==> src/rtl/cmem_wr_arbiter.sv <==
// cmem_wr_arbiter: shares one layer-memory write port between NREQ FIFO-buffered requesters
//
// Ports:
//   clk        rising-edge clock
//   reset      asynchronous active-low reset
//   req_valid  per-requester write request
//   req_ready  per-requester FIFO not full (from registered count only)
//   req_addr   packed addresses, requester k at [k*AW +: AW]
//   req_data   packed data,      requester k at [k*DW +: DW]
//   req_sel    packed selects,   requester k at [k*SW +: SW]
//   cwr        registered memory write strobe
//   caddr_wr   memory write address (holds last value when cwr=0)
//   cdata_wr   memory write data    (holds last value when cwr=0)
//   csel       memory select        (holds last value when cwr=0)
//   o_grant    one-hot source of the current cwr beat, 0 when cwr=0
//   o_busy     high while any FIFO is non-empty or a beat is on the port
//
// Build option: define CMEM_WR_ARB_FIXED_PRIO_EN for fixed lowest-index priority
// instead of round-robin.
module cmem_wr_arbiter #(
    parameter int NREQ  = 2,
    parameter int AW    = 12,
    parameter int DW    = 20,
    parameter int SW    = 3,
    parameter int DEPTH = 4
) (
    input  logic               clk,
    input  logic               reset,
    input  logic [NREQ-1:0]    req_valid,
    output logic [NREQ-1:0]    req_ready,
    input  logic [NREQ*AW-1:0] req_addr,
    input  logic [NREQ*DW-1:0] req_data,
    input  logic [NREQ*SW-1:0] req_sel,
    output logic               cwr,
    output logic [AW-1:0]      caddr_wr,
    output logic [DW-1:0]      cdata_wr,
    output logic [SW-1:0]      csel,
    output logic [NREQ-1:0]    o_grant,
    output logic               o_busy
);
    localparam int PW = $clog2(DEPTH);
    localparam int CW = PW + 1;
    localparam int GW = $clog2(NREQ);

    typedef enum logic {IDLE, ACTIVE} state_t;

    state_t          state, state_d;
    logic [AW-1:0]   amem [NREQ][DEPTH];
    logic [DW-1:0]   dmem [NREQ][DEPTH];
    logic [SW-1:0]   smem [NREQ][DEPTH];
    logic [PW-1:0]   wr_ptr [NREQ];
    logic [PW-1:0]   rd_ptr [NREQ];
    logic [CW-1:0]   count [NREQ];
    logic [NREQ-1:0] nonempty, push, pop;
    logic            found;
    logic [GW-1:0]   gidx;

    always_comb begin
        for (int k = 0; k < NREQ; k++) begin
            req_ready[k] = count[k] != CW'(DEPTH);
            nonempty[k]  = count[k] != '0;
        end
    end

    assign push  = req_valid & req_ready;
    assign found = |nonempty;
    assign pop   = {{(NREQ-1){1'b0}}, found} << gidx;

`ifdef CMEM_WR_ARB_FIXED_PRIO_EN
    // Descending scan so the lowest non-empty index is the last one written.
    always_comb begin
        gidx = '0;
        for (int i = NREQ - 1; i >= 0; i--)
            if (nonempty[i]) gidx = GW'(i);
    end
`else
    logic [GW-1:0] rr_ptr;

    // Scan offsets from rr_ptr in descending order so the smallest offset wins.
    always_comb begin
        gidx = '0;
        for (int i = NREQ - 1; i >= 0; i--)
            if (nonempty[(int'(rr_ptr) + i) % NREQ]) gidx = GW'((int'(rr_ptr) + i) % NREQ);
    end

    always_ff @(posedge clk or negedge reset) begin
        if (!reset)
            rr_ptr <= '0;
        else if (found)
            rr_ptr <= (int'(gidx) == NREQ - 1) ? '0 : gidx + 1'b1;
    end
`endif

    always_ff @(posedge clk or negedge reset) begin
        if (!reset) begin
            for (int k = 0; k < NREQ; k++) begin
                wr_ptr[k] <= '0;
                rd_ptr[k] <= '0;
                count[k]  <= '0;
            end
        end else begin
            for (int k = 0; k < NREQ; k++) begin
                if (push[k]) wr_ptr[k] <= wr_ptr[k] + 1'b1;
                if (pop[k])  rd_ptr[k] <= rd_ptr[k] + 1'b1;
                count[k] <= count[k] + CW'(push[k]) - CW'(pop[k]);
            end
        end
    end

    // Storage needs no reset: entries are only read once their count makes them valid.
    always_ff @(posedge clk) begin
        for (int k = 0; k < NREQ; k++) begin
            if (push[k]) begin
                amem[k][wr_ptr[k]] <= req_addr[k*AW +: AW];
                dmem[k][wr_ptr[k]] <= req_data[k*DW +: DW];
                smem[k][wr_ptr[k]] <= req_sel[k*SW +: SW];
            end
        end
    end

    always_ff @(posedge clk or negedge reset) begin
        if (!reset) begin
            cwr      <= 1'b0;
            caddr_wr <= '0;
            cdata_wr <= '0;
            csel     <= '0;
            o_grant  <= '0;
        end else begin
            cwr     <= found;
            o_grant <= pop;
            if (found) begin
                caddr_wr <= amem[gidx][rd_ptr[gidx]];
                cdata_wr <= dmem[gidx][rd_ptr[gidx]];
                csel     <= smem[gidx][rd_ptr[gidx]];
            end
        end
    end

    always_ff @(posedge clk or negedge reset) begin
        if (!reset)
            state <= IDLE;
        else
            state <= state_d;
    end

    // Empty FIFOs with no push means nothing is popped, so the output register
    // drains on this same edge and the block can go idle together with cwr.
    always_comb begin
        state_d = state;
        if (|push)
            state_d = ACTIVE;
        else if (!found)
            state_d = IDLE;
    end

    assign o_busy = state == ACTIVE;

endmodule

==> config.mk <==
export PLATFORM = sky130hd
export DESIGN_NAME = cmem_wr_arbiter
export DESIGN_NICKNAME = d
export VERILOG_FILES = /design/src/rtl/cmem_wr_arbiter.sv
export SDC_FILE = /design/constraint.sdc
export NUM_CORES = 1
export LEC_CHECK = 0
export ABC_AREA = 1
export CELL_PAD_IN_SITES_DETAIL_PLACEMENT = 1
export CELL_PAD_IN_SITES_GLOBAL_PLACEMENT = 2
export CORE_MARGIN = 3
export CORE_UTILIZATION = 41
export DETAILED_ROUTE_END_ITERATION = 16
export PLACE_DENSITY = 0.87
export SLEW_MARGIN = 0
export SYNTH_ARGS = -nofsm -noshare
export SYNTH_HDL_FRONTEND = slang
export SYNTH_SLANG_ARGS = --single-unit
==> constraint.sdc <==
create_clock -name clk -period 6.25 [get_ports clk]
set_input_delay 1.25 -clock clk [delete_from_list [all_inputs] [get_ports clk]]
set_output_delay 1.25 -clock clk [all_outputs]
set_load 0.005 [all_outputs]
# After elaboration in Yosys (flattened, before gate mapping)
# Memories as Yosys holds them, arrays and structs flattened.
# Index checks and enable logic that the tools add are counted.
[word_totals]
register_bits = 54
mem_bits_rw = 280
inputBits = 74
out_inout_bits = 41
wordCells = 92
memories = 3
[mem_list]
columns = ["memory", "depth", "width", "rd", "rd_clocked_by_memory_dff", "write_ports", "line", "text"]
rows = [
  ["dmem", 2, 80, 1, 0, 2, "49", "logic [DW-1:0] dmem [NREQ][DEPTH];"],
  ["amem", 2, 48, 1, 0, 2, "48", "logic [AW-1:0] amem [NREQ][DEPTH];"],
  ["smem", 2, 12, 1, 0, 2, "50", "logic [SW-1:0] smem [NREQ][DEPTH];"],
]
[classes]
n_addsub = 10
n_lt_le_gt_ge = 8
eq_ne = 3
shifts = 1
muxes = 42
bitwise_logic = 6
reduce_logical = 6
[ops]
columns = ["operator", "count"]
rows = [
  ["$mux W80", 2],
  ["$mux W48", 2],
  ["$demux W20 S2", 2],
  ["$mux W20", 4],
  ["$mux W12", 6],
  ["$demux W12 S2", 2],
  ["$bmux W20 S2", 1],
  ["$bmux W12 S2", 1],
  ["$demux W3 S2", 2],
  ["$mux W1", 12],
  ["$mux W3", 4],
  ["$ge A3 B3 Y1 const B", 3],
  ["$not A2 Y3", 3],
  ["$add A2 B1 Y2 const B", 4],
  ["$add A3 B1 Y3", 2],
  ["$bmux W3 S2", 1],
  ["$lt A3 B1 Y1 const B", 2],
  ["$mux W2", 3],
  ["$ne A3 B3 Y1 const B", 2],
  ["$reduce_bool A3 Y1", 2],
  ["$sub A3 B1 Y3", 2],
  ["$reduce_or A2 Y1", 2],
  ["$lt A2 B3 Y1 const B", 1],
  ["$add A1 B1 Y1 const B", 2],
  ["other kinds (8)", 9],
]

# Logic depth before layout (Yosys ltp)
[depth]
depth_word = 15
ltp_mapped = 15

# Worst setup path after synthesis
# Ideal clock, no wire load.
[synth_timing]
kind = "input to register"
startpoint = "input req_valid[1]"
endpoint = "memory amem[1][0] (netlist bit), enable pin"
setup_ns = 0.427
t_arrival_ns = 2.928
slack_ns = 2.894
path_stages = 2
n_path_buf = 0
cell_sequence = "nand2_1 nor2_1"
[synth_lines]
columns = ["element", "line", "text"]
rows = [
  ["start, declared", "29", "input logic [NREQ-1:0] req_valid,"],
  ["end, declared", "48", ""],
]

# Worst setup path after layout
[layout_timing]
startpoint = "register count[2] (netlist bit)"
endpoint = "register cdata_wr[15]"
[layout_via]
elab_chain_cells = 14
[layout_rtl]
columns = ["element", "line", "text"]
rows = [
  ["start, declared", "53", "logic [CW-1:0] count [NREQ];"],
  ["start signal, assigned by index", "105", "count[k] <= count[k] + CW'(push[k]) - CW'(pop[k]);"],
  ["$reduce_bool A3 Y1 (*)", "61", "nonempty[k] = count[k] != '0;"],
  ["$mux W1 (implied by the code) (3 in series)", "83", "if (nonempty[(int'(rr_ptr) + i) % NREQ]) gidx = GW'((int'(rr_ptr) + i) % NREQ);"],
  ["$mux W1 (2 in series)", "83", ""],
  ["$not A1 Y2 (implied by the code)", "133", "cdata_wr <= dmem[gidx][rd_ptr[gidx]];"],
  ["$mux W2 (implied by the code) (3 in series)", "133", ""],
  ["$not A2 Y3 (implied by the code)", "133", ""],
  ["$bmux W20 S2", "133", ""],
  ["$mux W20 (implied by the code) (2 in series)", "133", ""],
  ["end signal, assigned", "133", ""],
  ["end, declared", "36", "output logic [DW-1:0] cdata_wr,"],
]
# Mark *: on every way between the ends. The rest lies on a longest branch, timed or not. The select of a mux whose other input is x is not followed.
# A chain may end at the register's enable or synchronous reset.

==> impl_results.md <==
- Status: finished, final reports clean
- Crit path DAT: 4.40 ns
- Syn Nets: 1,426
- Seq cells post-synth: 334
- Post-Synth Adder-Cell Area: 1.36%
- Global-route wire length before repair: 60,100 um
- Worst hold slack: 0.476 ns
- Mapped Cells: 1,338
- DRC errors left: 0
- Sequential fraction of the synthesis area: 69.6%
- Synth area leader: edfxtp_1
- DRT antenna net count: 0
- Max-slew violation count: 0
- Static Leak: 0.00711 uW
- Synth Area in XOR/XNOR: 0.437%
- Main combinational cell family by area after synthesis: simple AND/OR/NAND/NOR gates
- Die H: 191 um
- Overall routing resource usage: 21.6%
- PortBufs: 114
- Drt total wl: 39,400 um
- Layout cells sized above 1: 6.10%
- Top cells by count, synth: nand2_1, edfxtp_1, nand3_1, dfrtp_1, buf_2
- RSZ-0062 raised after global routing: false
- Gr ovfl total: 0
- Crit. End Element: register
- Slew of the pin with the lowest slew margin: 1.23 ns
- Final net count: 1,518
- Largest net degree at the start of global routing: 146
- Max VDD drop: 0.249 mV
- Vias in the first global route: 10,300
- DIE AREA: 0.0364 mm^2
- Hold Violations, Final: 0
- Post-CTS sizing: 0
- Die width: 191 um
- Cell Area, Synth: 0.0140 mm^2
- Post-DR wirelength/cell: 20.6 um
- Fmax: 0.253 GHz
- HPWL after detailed placement: 20,900 um
- Routability Congestion: 0.732
- Compound-Gate Fraction of Synth Area: 0.143%
- TritonCTS clock tree: built
- Detailed Routing Iterations Pass 1: 7
- Hold_buf cts: 0
- Later-pin clock latency in the skew report: 0.52 ns
- R2r setup slk: 2.30 ns
- Via density: 5.14
- Finish-stage setup viols: 0
- Top_reg_cell synth: edfxtp_1
- Top-count cell post-synth: nand2_1
- Worst Path Max Fanout: 145
- Number of synthesized flops with an enable pin: 280
- Syn avg cell area: 10.5 um^2
- Initial Util: 41.7%
- Max clock buf depth: 3
- YS warnings: 0
- Power per cell area: 568 mW/mm^2
- DR iter-0 viols: 644
- Clock period minus worst slack: 3.95 ns
- Max-cap violation count: 0
- Postcts setup bufs: 0
- Clk_skew: 0.0113 ns
- R2R depth: 12
- Worst setup SP type: register
- Synth area leaders: edfxtp_1, nand2_1, dfrtp_1
- H-tree depth: 2
- Share of flip-flops with an asynchronous set or reset: 16.2%
- Max-slew headroom: 18.2%
- Hold Crit Class: reg -> reg
- Crit path required time: 6.70 ns
- Initial antenna violation count: 1
- Critical path type: reg -> reg
- Synth top area share: 60.0%
- Clk slew on worst S/H paths: 0.06 ns
- Crit share post-route: 63.2%
- Ports: 115
- Post-synthesis mux area share: 0%
- Vias after detailed routing: 9,807
- Root buf cell: clkbuf_16
- Total CTS buffers: 37
- Core Area: 0.0336 mm^2
- Site Rows: 67
- CTS Sinks: 334
- Simple-gate share of the synthesized area: 25.0%
- P&R area growth vs syn: 19.8%
- Synth cell types: 22
- Setup TNS: 0 ns
- Worst hold stages: 2
sequential cells by signal, indices dropped and copies added (netlist names):
signal	count
o_busy	1
rd_ptr	4
amem	96
o_grant	2
count	6
dmem	160
rr_ptr	1
smem	24
csel	3
wr_ptr	4
caddr_wr	12
cwr	1
cdata_wr	20
path summary, 6_finish.rpt:
| path | to | startpoint |
|---|---|---|
| min in group asynchronous | caddr_wr[2] | reset |
| max in group asynchronous | cdata_wr[5] | reset |
| max reg2reg | cdata_wr[15] | count[2] |
| min | caddr_wr[8] | caddr_wr[8] |
| max | cdata_wr[15] | count[2] |
| min reg2reg | caddr_wr[8] | caddr_wr[8] |
per-layer routing:
layer	up-vias	wire (um)	track usage (%)
met4	0	752	5.08
met5	-	0	0
met2	206	20300	39.0
met3	61	1630	2.88
met1	4956	16700	27.6
li1	4584	-	-
where the power goes:
part	internal, uW	switching (uW)	total [uW]
clock	1370	876	2250
sequential	3020	192	3210
combinational	1220	2860	4080
total	5610	3930	9530
worst max-delay path, stage by stage (launching register included):
cell	delay, ns
dfrtp_1	0.41
nor2_1	0.30
nand2_8	0.57
nand2_4	0.67
buf_4	0.98
nand2_1	0.15
nand2_1	0.12
nand2_1	0.07
nand2_1	0.14
nand2_1	0.06
nand2_1	0.10
nand2_1	0.05
nand2_1	0.09
final cells by class:
type	count	area (um^2)
fillers	3611	16800
flip-flops and latches	334	9760
multi-input cells	904	3870
repair buffers	126	1240
clock buffers	53	1080
well taps	448	561
clock inverters	15	181
inverters	27	101
diodes	1	2.50
per-stage QoR:
step                util [%]  setup WS (ns)  std cells  area, um^2  power [uW]
global route            50.0           1.97       1907       16800       10300
finish                  50.0           2.30       1908       16800        9530
floorplan                  -           2.89       1338       14000        5980
CTS                     49.9           2.27       1906       16800        9660
global placement        46.2           2.47       1838       15500        7190
detailed placement      46.2           2.34       1838       15500        7360
cells in the final DEF, fill, tap and decap left out:
cell type,instances
inv_1,25
nor2_1,7
xnor2_1,2
nand2_1,710
inv_6,1
nor2_4,9
diode_2,1
clkbuf_8,5
fa_1,2
bufinv_16,4
buf_4,12
inv_2,2
nand2_8,1
clkdlybuf4s50_1,113
clkinvlp_4,2
nand2_2,2
o21ai_0,2
edfxtp_1,280
clkinv_2,6
dfrtp_1,54
clkbuf_16,39
nand2_4,4
ha_1,12
clkbuf_1,9
xor2_1,5
a21oi_1,2
nand3_1,144
or2_1,1
buf_12,1
nor2_2,1
clkinv_1,2
cells by family (layout without fill, tap and decap cells):
family | Yosys count | in the layout
adder cells (fa/ha/maj) | 14 | 14
flip-flops | 334 | 334
AND/OR/NAND/NOR | 879 | 879
AO/OA/AOI/OAI | 4 | 4
XOR/XNOR | 7 | 7
other | 0 | 1
buffers and inverters | 100 | 221
Power figures use the tool's default switching activity.
